<file path="config.mk">
export PLATFORM = sky130hd
export DESIGN_NAME = pulse_to_level_flat
export DESIGN_NICKNAME = d
export VERILOG_FILES = /design/src/rtl/pulse_to_level_if.sv /design/src/rtl/pulse_to_level.sv /design/src/flat_wrapper.sv
export SDC_FILE = /design/constraint.sdc
export NUM_CORES = 1
export LEC_CHECK = 0
export CORE_MARGIN = 5
export CORE_UTILIZATION = 29
export DETAILED_ROUTE_END_ITERATION = 7
export DONT_BUFFER_PORTS = 1
export GPL_TIMING_DRIVEN = 0
export PLACE_DENSITY = 0.46
export SLEW_MARGIN = 10
export SYNTH_ARGS = -nofsm -noshare
export SYNTH_HDL_FRONTEND = slang
export SYNTH_SLANG_ARGS = --single-unit
</file>
<file path="constraint.sdc">
create_clock -name clk -period 3.6 [get_ports clk]
set_clock_uncertainty 0.15 [all_clocks]
set_input_delay 0.36 -clock clk [delete_from_list [all_inputs] [get_ports clk]]
set_output_delay 0.36 -clock clk [all_outputs]
set_load 0.03 [all_outputs]
</file>
<file path="src/rtl/pulse_to_level_if.sv">
// pulse_to_level_if -- signal bundle for the pulse_to_level stretcher.
//
// Signals:
//   P     trigger into the stretcher (rising edge counts)
//   L     stretched level, high while a hold is in progress
//   busy  mirror of L
//   done  one-cycle pulse marking the end of a hold
//
// Modports:
//   master  drives P, observes L/busy/done (the trigger source)
//   slave   samples P, drives L/busy/done (the stretcher)

interface pulse_to_level_if;
  logic P;
  logic L;
  logic busy;
  logic done;

  modport master (
    output P,
    input  L,
    input  busy,
    input  done
  );

  modport slave (
    input  P,
    output L,
    output busy,
    output done
  );
endinterface

</file>
<file path="src/rtl/pulse_to_level.sv">
// pulse_to_level -- stretches a rising edge on P into a level L held for
// HOLD_TICKS * DIV_COUNT clock cycles, followed by a one-cycle done pulse.
//
// Parameters:
//   DIV_COUNT   clocks per timing tick (2 .. 2^24)
//   DIV_WIDTH   prescaler width, 2^DIV_WIDTH >= DIV_COUNT
//   HOLD_TICKS  ticks per hold (1 .. 2^TICK_WIDTH-1)
//   TICK_WIDTH  hold tick counter width
//
// Ports:
//   clk    system clock, rising edge
//   rst_n  asynchronous active-low reset
//   bus    pulse_to_level_if.slave: P in; L, busy, done out (all registered)
//
// Build option:
//   RETRIGGER_EN  when defined, a trigger during HOLD restarts the full hold window
//                 (including on the final-tick cycle, which then suppresses DONE).
//                 When undefined, triggers during HOLD are dropped.

module pulse_to_level #(
  parameter int unsigned DIV_COUNT  = 4,
  parameter int unsigned DIV_WIDTH  = 25,
  parameter int unsigned HOLD_TICKS = 3,
  parameter int unsigned TICK_WIDTH = 8
) (
  input  logic              clk,
  input  logic              rst_n,
  pulse_to_level_if.slave   bus
);

  typedef enum logic [1:0] {
    StIdle = 2'd0,
    StHold = 2'd1,
    StDone = 2'd2
  } state_e;

  localparam logic [DIV_WIDTH-1:0]  PrescLast = DIV_WIDTH'(DIV_COUNT - 1);
  localparam logic [TICK_WIDTH-1:0] TickLast  = TICK_WIDTH'(HOLD_TICKS - 1);

  state_e                state_q, state_d;
  logic                  p_q;
  logic                  sampled_q;
  logic [DIV_WIDTH-1:0]  presc_q, presc_d;
  logic [TICK_WIDTH-1:0] tick_cnt_q, tick_cnt_d;
  logic                  l_q, l_d;
  logic                  done_q, done_d;

  logic                  trig;
  logic                  tick;
  logic                  last_tick;

  // p_q is only a trustworthy "previous P" once one edge has passed since reset
  // release; without this, P already high at release would look like a rising edge.
  assign trig      = bus.P & ~p_q & sampled_q;

  assign tick      = (state_q == StHold) && (presc_q == PrescLast);
  assign last_tick = tick && (tick_cnt_q == TickLast);

  // Next-state and output logic.
  always_comb begin
    state_d    = state_q;
    presc_d    = '0;
    tick_cnt_d = '0;
    l_d        = 1'b0;
    done_d     = 1'b0;

    unique case (state_q)
      StIdle: begin
        // Counters stay parked at zero while idle.
        if (trig) begin
          state_d = StHold;
          l_d     = 1'b1;
        end
      end

      StHold: begin
        l_d        = 1'b1;
        presc_d    = tick ? '0 : presc_q + DIV_WIDTH'(1);
        tick_cnt_d = tick ? tick_cnt_q + TICK_WIDTH'(1) : tick_cnt_q;
        if (last_tick) begin
          state_d    = StDone;
          l_d        = 1'b0;
          done_d     = 1'b1;
          presc_d    = '0;
          tick_cnt_d = '0;
        end
`ifdef RETRIGGER_EN
        // A retrigger wins over the final tick: the window restarts and DONE is skipped.
        if (trig) begin
          state_d    = StHold;
          l_d        = 1'b1;
          done_d     = 1'b0;
          presc_d    = '0;
          tick_cnt_d = '0;
        end
`endif
      end

      StDone: begin
        // done_q is already high for this cycle; a trigger here starts a fresh hold.
        if (trig) begin
          state_d = StHold;
          l_d     = 1'b1;
        end else begin
          state_d = StIdle;
        end
      end

      default: begin
        state_d = StIdle;
      end
    endcase
  end

  // State registers.
  always_ff @(posedge clk or negedge rst_n) begin
    if (!rst_n) begin
      state_q    <= StIdle;
      p_q        <= 1'b0;
      sampled_q  <= 1'b0;
      presc_q    <= '0;
      tick_cnt_q <= '0;
      l_q        <= 1'b0;
      done_q     <= 1'b0;
    end else begin
      state_q    <= state_d;
      p_q        <= bus.P;
      sampled_q  <= 1'b1;
      presc_q    <= presc_d;
      tick_cnt_q <= tick_cnt_d;
      l_q        <= l_d;
      done_q     <= done_d;
    end
  end

  assign bus.L    = l_q;
  assign bus.busy = l_q;
  assign bus.done = done_q;

endmodule

</file>
<file path="src/flat_wrapper.sv">
// flat-port wrapper written by rule: the top's interface ports become plain ports
module pulse_to_level_flat 
#(
  parameter int unsigned DIV_COUNT  = 4,
  parameter int unsigned DIV_WIDTH  = 25,
  parameter int unsigned HOLD_TICKS = 3,
  parameter int unsigned TICK_WIDTH = 8
)
  (clk, rst_n, bus_P, bus_L, bus_busy, bus_done);
  pulse_to_level_if bus_i ();
  input  logic clk;
  input  logic rst_n;
  input wire logic [$bits(bus_i.P)-1:0] bus_P;
  output wire logic [$bits(bus_i.L)-1:0] bus_L;
  output wire logic [$bits(bus_i.busy)-1:0] bus_busy;
  output wire logic [$bits(bus_i.done)-1:0] bus_done;
  assign bus_i.P = bus_P;
  assign bus_L = bus_i.L;
  assign bus_busy = bus_i.busy;
  assign bus_done = bus_i.done;
  pulse_to_level #(.DIV_COUNT(DIV_COUNT), .DIV_WIDTH(DIV_WIDTH), .HOLD_TICKS(HOLD_TICKS), .TICK_WIDTH(TICK_WIDTH)) u_core (.clk(clk), .rst_n(rst_n), .bus(bus_i));
endmodule
</file>
=== Yosys cells after proc, flatten, opt, wreduce, memory -nomap -nowiden ===
Index checks and enable logic that the tools add are counted.

* Reductions and logical operators: 5
* Bitwise logic cells: 3
* Mux-type cells: 15
* Equal/unequal tests: 7
* Add/sub/neg operators: 2

{| class="wikitable"
|+ Operators by type and width
! operator !! count
|-
| $mux W25 || 3
|-
| $add A25 B1 Y25 const B || 1
|-
| $eq A25 B2 Y1 const B || 1
|-
| $mux W8 || 3
|-
| $add A8 B1 Y8 const B || 1
|-
| $eq A8 B2 Y1 const B || 1
|-
| $pmux W2 S3 || 1
|-
| $mux W1 || 5
|-
| $mux W2 || 2
|-
| $ne A2 B1 Y1 const B || 2
|-
| $ne A3 B1 Y1 const B || 1
|-
| $and A1 B1 Y1 || 2
|-
| $eq A2 B1 Y1 const B || 1
|-
| $eq A2 B2 Y1 const B || 1
|-
| $logic_and A1 B1 Y1 || 2
|-
| $logic_not A2 Y1 || 1
|-
| $pmux W1 S2 || 1
|-
| $reduce_and A2 Y1 || 1
|-
| $reduce_or A2 Y1 || 1
|-
| $not A1 Y1 || 1
|}

* Input port bits: 3
* Flip-flop bits (word level): 39
* Word-level logic and storage cells: 39
* Output and inout port bits: 3

=== Logic depth before layout (Yosys ltp) ===
* Depth after elaboration: 5
* Mapped depth: 6
* Depth with buffers taken out: 6

=== Least setup slack after synthesis ===
Ideal clock, no wire load.

* Path type: reg-to-reg
* From: reg u_core.presc_q[0]
* To: reg u_core.tick_cnt_q[4]
* Clock period less this slack: 1.928 ns
* Slack: 1.672 ns
* Cell stages (with the launch flop): 7
* Arrival time: 1.639 ns
* Setup time: 0.138 ns
* Data required time: 3.312 ns
* Path buffers: 1
* Path through: dfrtp_1 -> ha_1 -> nor4b_1 -> nand4_1 -> buf_2 -> o311ai_2 -> o41ai_2

* Longest elaborated chain between the ends: 5
* Elaborated cells on any way between the ends: 6
* Classes of those cells: eq/ne (2); mux (2); reduce/logical (2)

{| class="wikitable"
|+ Ends and longest elaborated chain
! element !! line !! RTL
|-
| from (decl) || pulse_to_level.sv:43 || <nowiki>logic [DIV_WIDTH-1:0] presc_q, presc_d;</nowiki>
|-
| from (signal assigned) || pulse_to_level.sv:129 || <nowiki>presc_q <= presc_d;</nowiki>
|-
| $eq A25 B2 Y1 * || pulse_to_level.sv:56 || <nowiki>assign tick = (state_q == StHold) && (presc_q == PrescLast);</nowiki>
|-
| $logic_and A1 B1 Y1 * || pulse_to_level.sv:56 ||
|-
| $logic_and A1 B1 Y1 || pulse_to_level.sv:57 || <nowiki>assign last_tick = tick && (tick_cnt_q == TickLast);</nowiki>
|-
| $mux W8 || pulse_to_level.sv:80 || <nowiki>if (last_tick) begin</nowiki>
|-
| $mux W8 || pulse_to_level.sv:67 || <nowiki>unique case (state_q)</nowiki>
|-
| to (signal assigned) || pulse_to_level.sv:130 || <nowiki>tick_cnt_q <= tick_cnt_d;</nowiki>
|-
| to (decl) || pulse_to_level.sv:44 || <nowiki>logic [TICK_WIDTH-1:0] tick_cnt_q, tick_cnt_d;</nowiki>
|}

Every way passes the cells marked *; elsewhere a longest branch is shown, timed or not.
A chain may end at the register's enable or synchronous reset.

=== Worst setup path in the final report ===
* From: reg u_core.presc_q[0]
* To: reg u_core.presc_q[12]

* Longest elaborated chain between the ends: 5
* Elaborated cells on any way between the ends: 7
* Classes of those cells: add/sub (1); eq/ne (1); mux (3); reduce/logical (2)

{| class="wikitable"
|+ Ends and longest elaborated chain
! element !! line
|-
| branches (longest 3 deep; another with $add A25 B1 Y25) || --
|-
| $mux W25 * || pulse_to_level.sv:80
|-
| $mux W25 * || pulse_to_level.sv:67
|-
| named net u_core.presc_d[12] || pulse_to_level.sv:43
|}

Mark *: on every way through the listed nets, which the timed path passes.

==> key figures <==
GRT
  • Number of global-route vias before repair: roughly 1600
  • Total Routing Usage GR: 0.1181
  • Overflow after GRT: 0
  • Largest net degree at the start of global routing: 40
  • Global-route wire length before repair: approximately 8000 um
  • Initial antenna violation count: 0

Synthesis
  • Most used DFF post-synth: dfrtp_1
  • Ys async rst share: 1.000
  • Mapped cell area: 2058 um2
  • Area leader, netlist: dfrtp_1
  • Post-synth EDFFs: 0
  • Synth warn: 0
  • Synth Instances: 206
  • Share of the synthesized area in the top cell type: 0.4742
  • Synth Register Bits: 39
  • Avg Cell Area, Syn: 9.991 um2
  • Commonest cells post-synth: 39 x dfrtp_1, 16 x nor2_1, 13 x nand2_1
  • Sequential area share after synthesis: 0.4742
  • Number of distinct library cells after synthesis: 45
  • Top post-synthesis cells by area: dfrtp_1 47%, xor2_1 5.1%, nand4_1 3.6%
  • Syn_nets: 212
  • Most instantiated library cell after synthesis: dfrtp_1

Pwr
  • Total power: 1.176 mW
  • PwrDens: 503.5 nW/um2
  • Worst vdd ir: 0.0001958 V
  • Leakage: about 0.98 nW

Setup path
  • CP endpoint kind: register
  • Reg2reg path depth: 6
  • Worst Path Arrival: 2.34 ns
  • Worst-path maximum fanout: 10
  • Reg2Reg Launch Point: u_core.presc_q[0]$_DFF_PN0_
  • WP data required: between 3 and 4 ns
  • CP Class: register to register
  • CP startpoint kind: register
  • Worst Setup SP: u_core.presc_q[0]$_DFF_PN0_

Detailed routing
  • Drt first pass iters: 4
  • Post-route ant nets: 0
  • Vias per cell: 5.128
  • DRC: 0
  • DRT iter0 DRCs: between 100 and 150
  • DR vias: 1605
  • WL final: between 4000 and 5000 um
  • Drt wl/cell: 14.71 um

Place
  • PortBufs: 0
  • Placer congestion estimate: about 0.73
  • Hpwl dp: between 3000 and 4000 um
  • Post-DP Area: around 2200 um2

STA
  • Fin Setup TNS: 0 ns
  • Min Clock Period, post-route: 2.314 ns
  • Fin. Hold Viols: 0
  • Max_slew headroom: 0.6264
  • Fin crit share: 0.6428
  • FMAX: 432.2 MHz
  • Unrepaired setup endpoints after global routing: false
  • Final Slew Violations: 0
  • Tightest Pin Transition: 0.5604 ns
  • Hold slack: ~0.09 ns
  • Final setup viols: 0

Layout
  • Share of post-route cells with drive strength above 1: 0.1152
  • N_diodes: 0
  • Reg area: 975.9 um2
  • Area grow syn2layout: 13.50%
  • Final #Nets: 222
  • Multi-input logic area: 1010 um2
  • Fin area: 2336 um2
  • # fillers: 707

Hold path
  • HP Start: bus_P
  • Hold Path Stages: 2
  • Worst Hold Class: input port to register

Clocking
  • Post-CTS Setup Repair Bufs: 0
  • H-tree levels: 2
  • Root buf cell: clkbuf_8
  • TritonCTS buffer count: 5
  • Clock tree buffer depth: 2
  • Clock Latency Late Sink: 0.29 ns
  • CTS tree: built
  • Sink Count: 39
  • CTS clk-pin slew, worst paths: 0.08 ns

Status
  • Status: finished, final reports clean

Die
  • Core Region: between 6000 and 7000 um2
  • Die Y: 94.25 um
  • Area of the die: a little under 9000 um2
  • DIE WIDTH: 94.25 um
  • Initial core utilization: 0.2996
  • # IOs: 6
  • Number of core rows: 30

Job
  • Max Cap Viol: 0
==> cell families (layout without fill, tap and decap cells) <==
group | count (synthesis) | count (layout) | synth area share
simple gates | 93 | 93 | 0.2687
xor+xnor | 13 | 13 | 0.05532
other cells | 1 | 1 | 0.001822
buf+inv | 15 | 26 | 0.03525
compound gates | 42 | 42 | 0.1465
fa+ha+maj | 3 | 3 | 0.01824
flops | 39 | 39 | 0.4742
==> per-stage QoR <==
| step | util | worst slack [ns] | std cells |
|---|---|---|---|
| floorplan | - | 1.672 | 206 |
| global placement | 0.3171 | 1.254 | 302 |
| detailed placement | 0.3171 | 1.286 | 302 |
| CTS | 0.3401 | 1.219 | 313 |
| global route | 0.3401 | 1.030 | 313 |
| finish | 0.3401 | 1.286 | 313 |
==> routing by layer <==
metal / global-route usage / routed length [um] / vias to the layer above
li1: - / - / 796
met1: 0.1689 / 2374 / 782
met2: 0.1779 / 2072 / 21
met3: 0.02163 / 83 / 6
met4: 0.03971 / 74 / 0
met5: 0 / 0 / -
==> area by class of cell <==
class / count / area share
Buffer: 12 / 0.02625
Clock buffer: 6 / 0.03535
Clock inverter: 2 / 0.01500
Inverter: 3 / 0.004821
Multi-Input combinational cell: 152 / 0.4322
Sequential cell: 39 / 0.4178
Tap cell: 96 / 0.05142
Timing Repair Buffer: 3 / 0.01714
==> layout by cell type, fill, tap and decap left out, types with 2 or more instances in the layout <==
cell type | synthesis | layout
o22ai_1 | 2 | 2
ha_1 | 3 | 3
or4_1 | 6 | 6
and4_1 | 6 | 6
clkbuf_8 | 0 | 6
nand2b_1 | 4 | 4
nor2b_1 | 2 | 2
nor4_1 | 5 | 5
nand4b_1 | 2 | 2
inv_1 | 3 | 3
nand3_1 | 9 | 9
a211oi_1 | 2 | 2
nand4_1 | 12 | 12
o21ai_0 | 5 | 5
o32ai_1 | 2 | 2
xor2_1 | 12 | 12
nor2_1 | 16 | 16
buf_2 | 7 | 7
and3_1 | 3 | 3
nand2_1 | 13 | 13
dfrtp_1 | 39 | 39
or3_1 | 5 | 5
buf_4 | 2 | 2
and2_1 | 3 | 3
buf_1 | 2 | 2
nor3_1 | 2 | 2
dlygate4sd3_1 | 0 | 2
o31ai_1 | 8 | 8
a211o_1 | 2 | 2
a21oi_1 | 12 | 12
==> critical path: stages, from the launching register on <==
cell and delay [ns]:
dfrtp_1 0.39, ha_1 0.26, nor4b_1 0.34, nand4_1 0.29
o21ai_2 0.39, buf_2 0.30, nor2_1 0.08
==> sequential cells by signal, summed over array words and instances, names as in the netlist <==
| register | count |
|---|---|
| u_core.sampled_q | 1 |
| u_core.state_q | 2 |
| u_core.presc_q | 25 |
| u_core.p_q | 1 |
| u_core.bus.L | 1 |
| u_core.bus.done | 1 |
| u_core.tick_cnt_q | 8 |
==> what timing repair did <==
item	in CTS	in global routing
resized for setup	0	0
hold endpoints to repair	40	0
hold buffers	3	0
==> power breakdown <==
group / internal (mW) / switching, mW
sequential: 0.475 / 0.0457
clock: 0.224 / 0.160
combinational: 0.0825 / 0.189
total: 0.782 / 0.394
==> final timing paths <==
path / to / slack (ns)
setup / recovery: u_core.presc_q[12]$_DFF_PN0_ / 1.29
hold / removal: u_core.bus.L$_DFF_PN0_ / 0.09
setup reg to reg: u_core.presc_q[12]$_DFF_PN0_ / 1.29
hold reg to reg: u_core.bus.L$_DFF_PN0_ / 0.33
max in group asynchronous: u_core.presc_q[19]$_DFF_PN0_ / 2.74
min in group asynchronous: u_core.presc_q[7]$_DFF_PN0_ / 0.37
No activity file was read; power rests on OpenSTA's default activity.
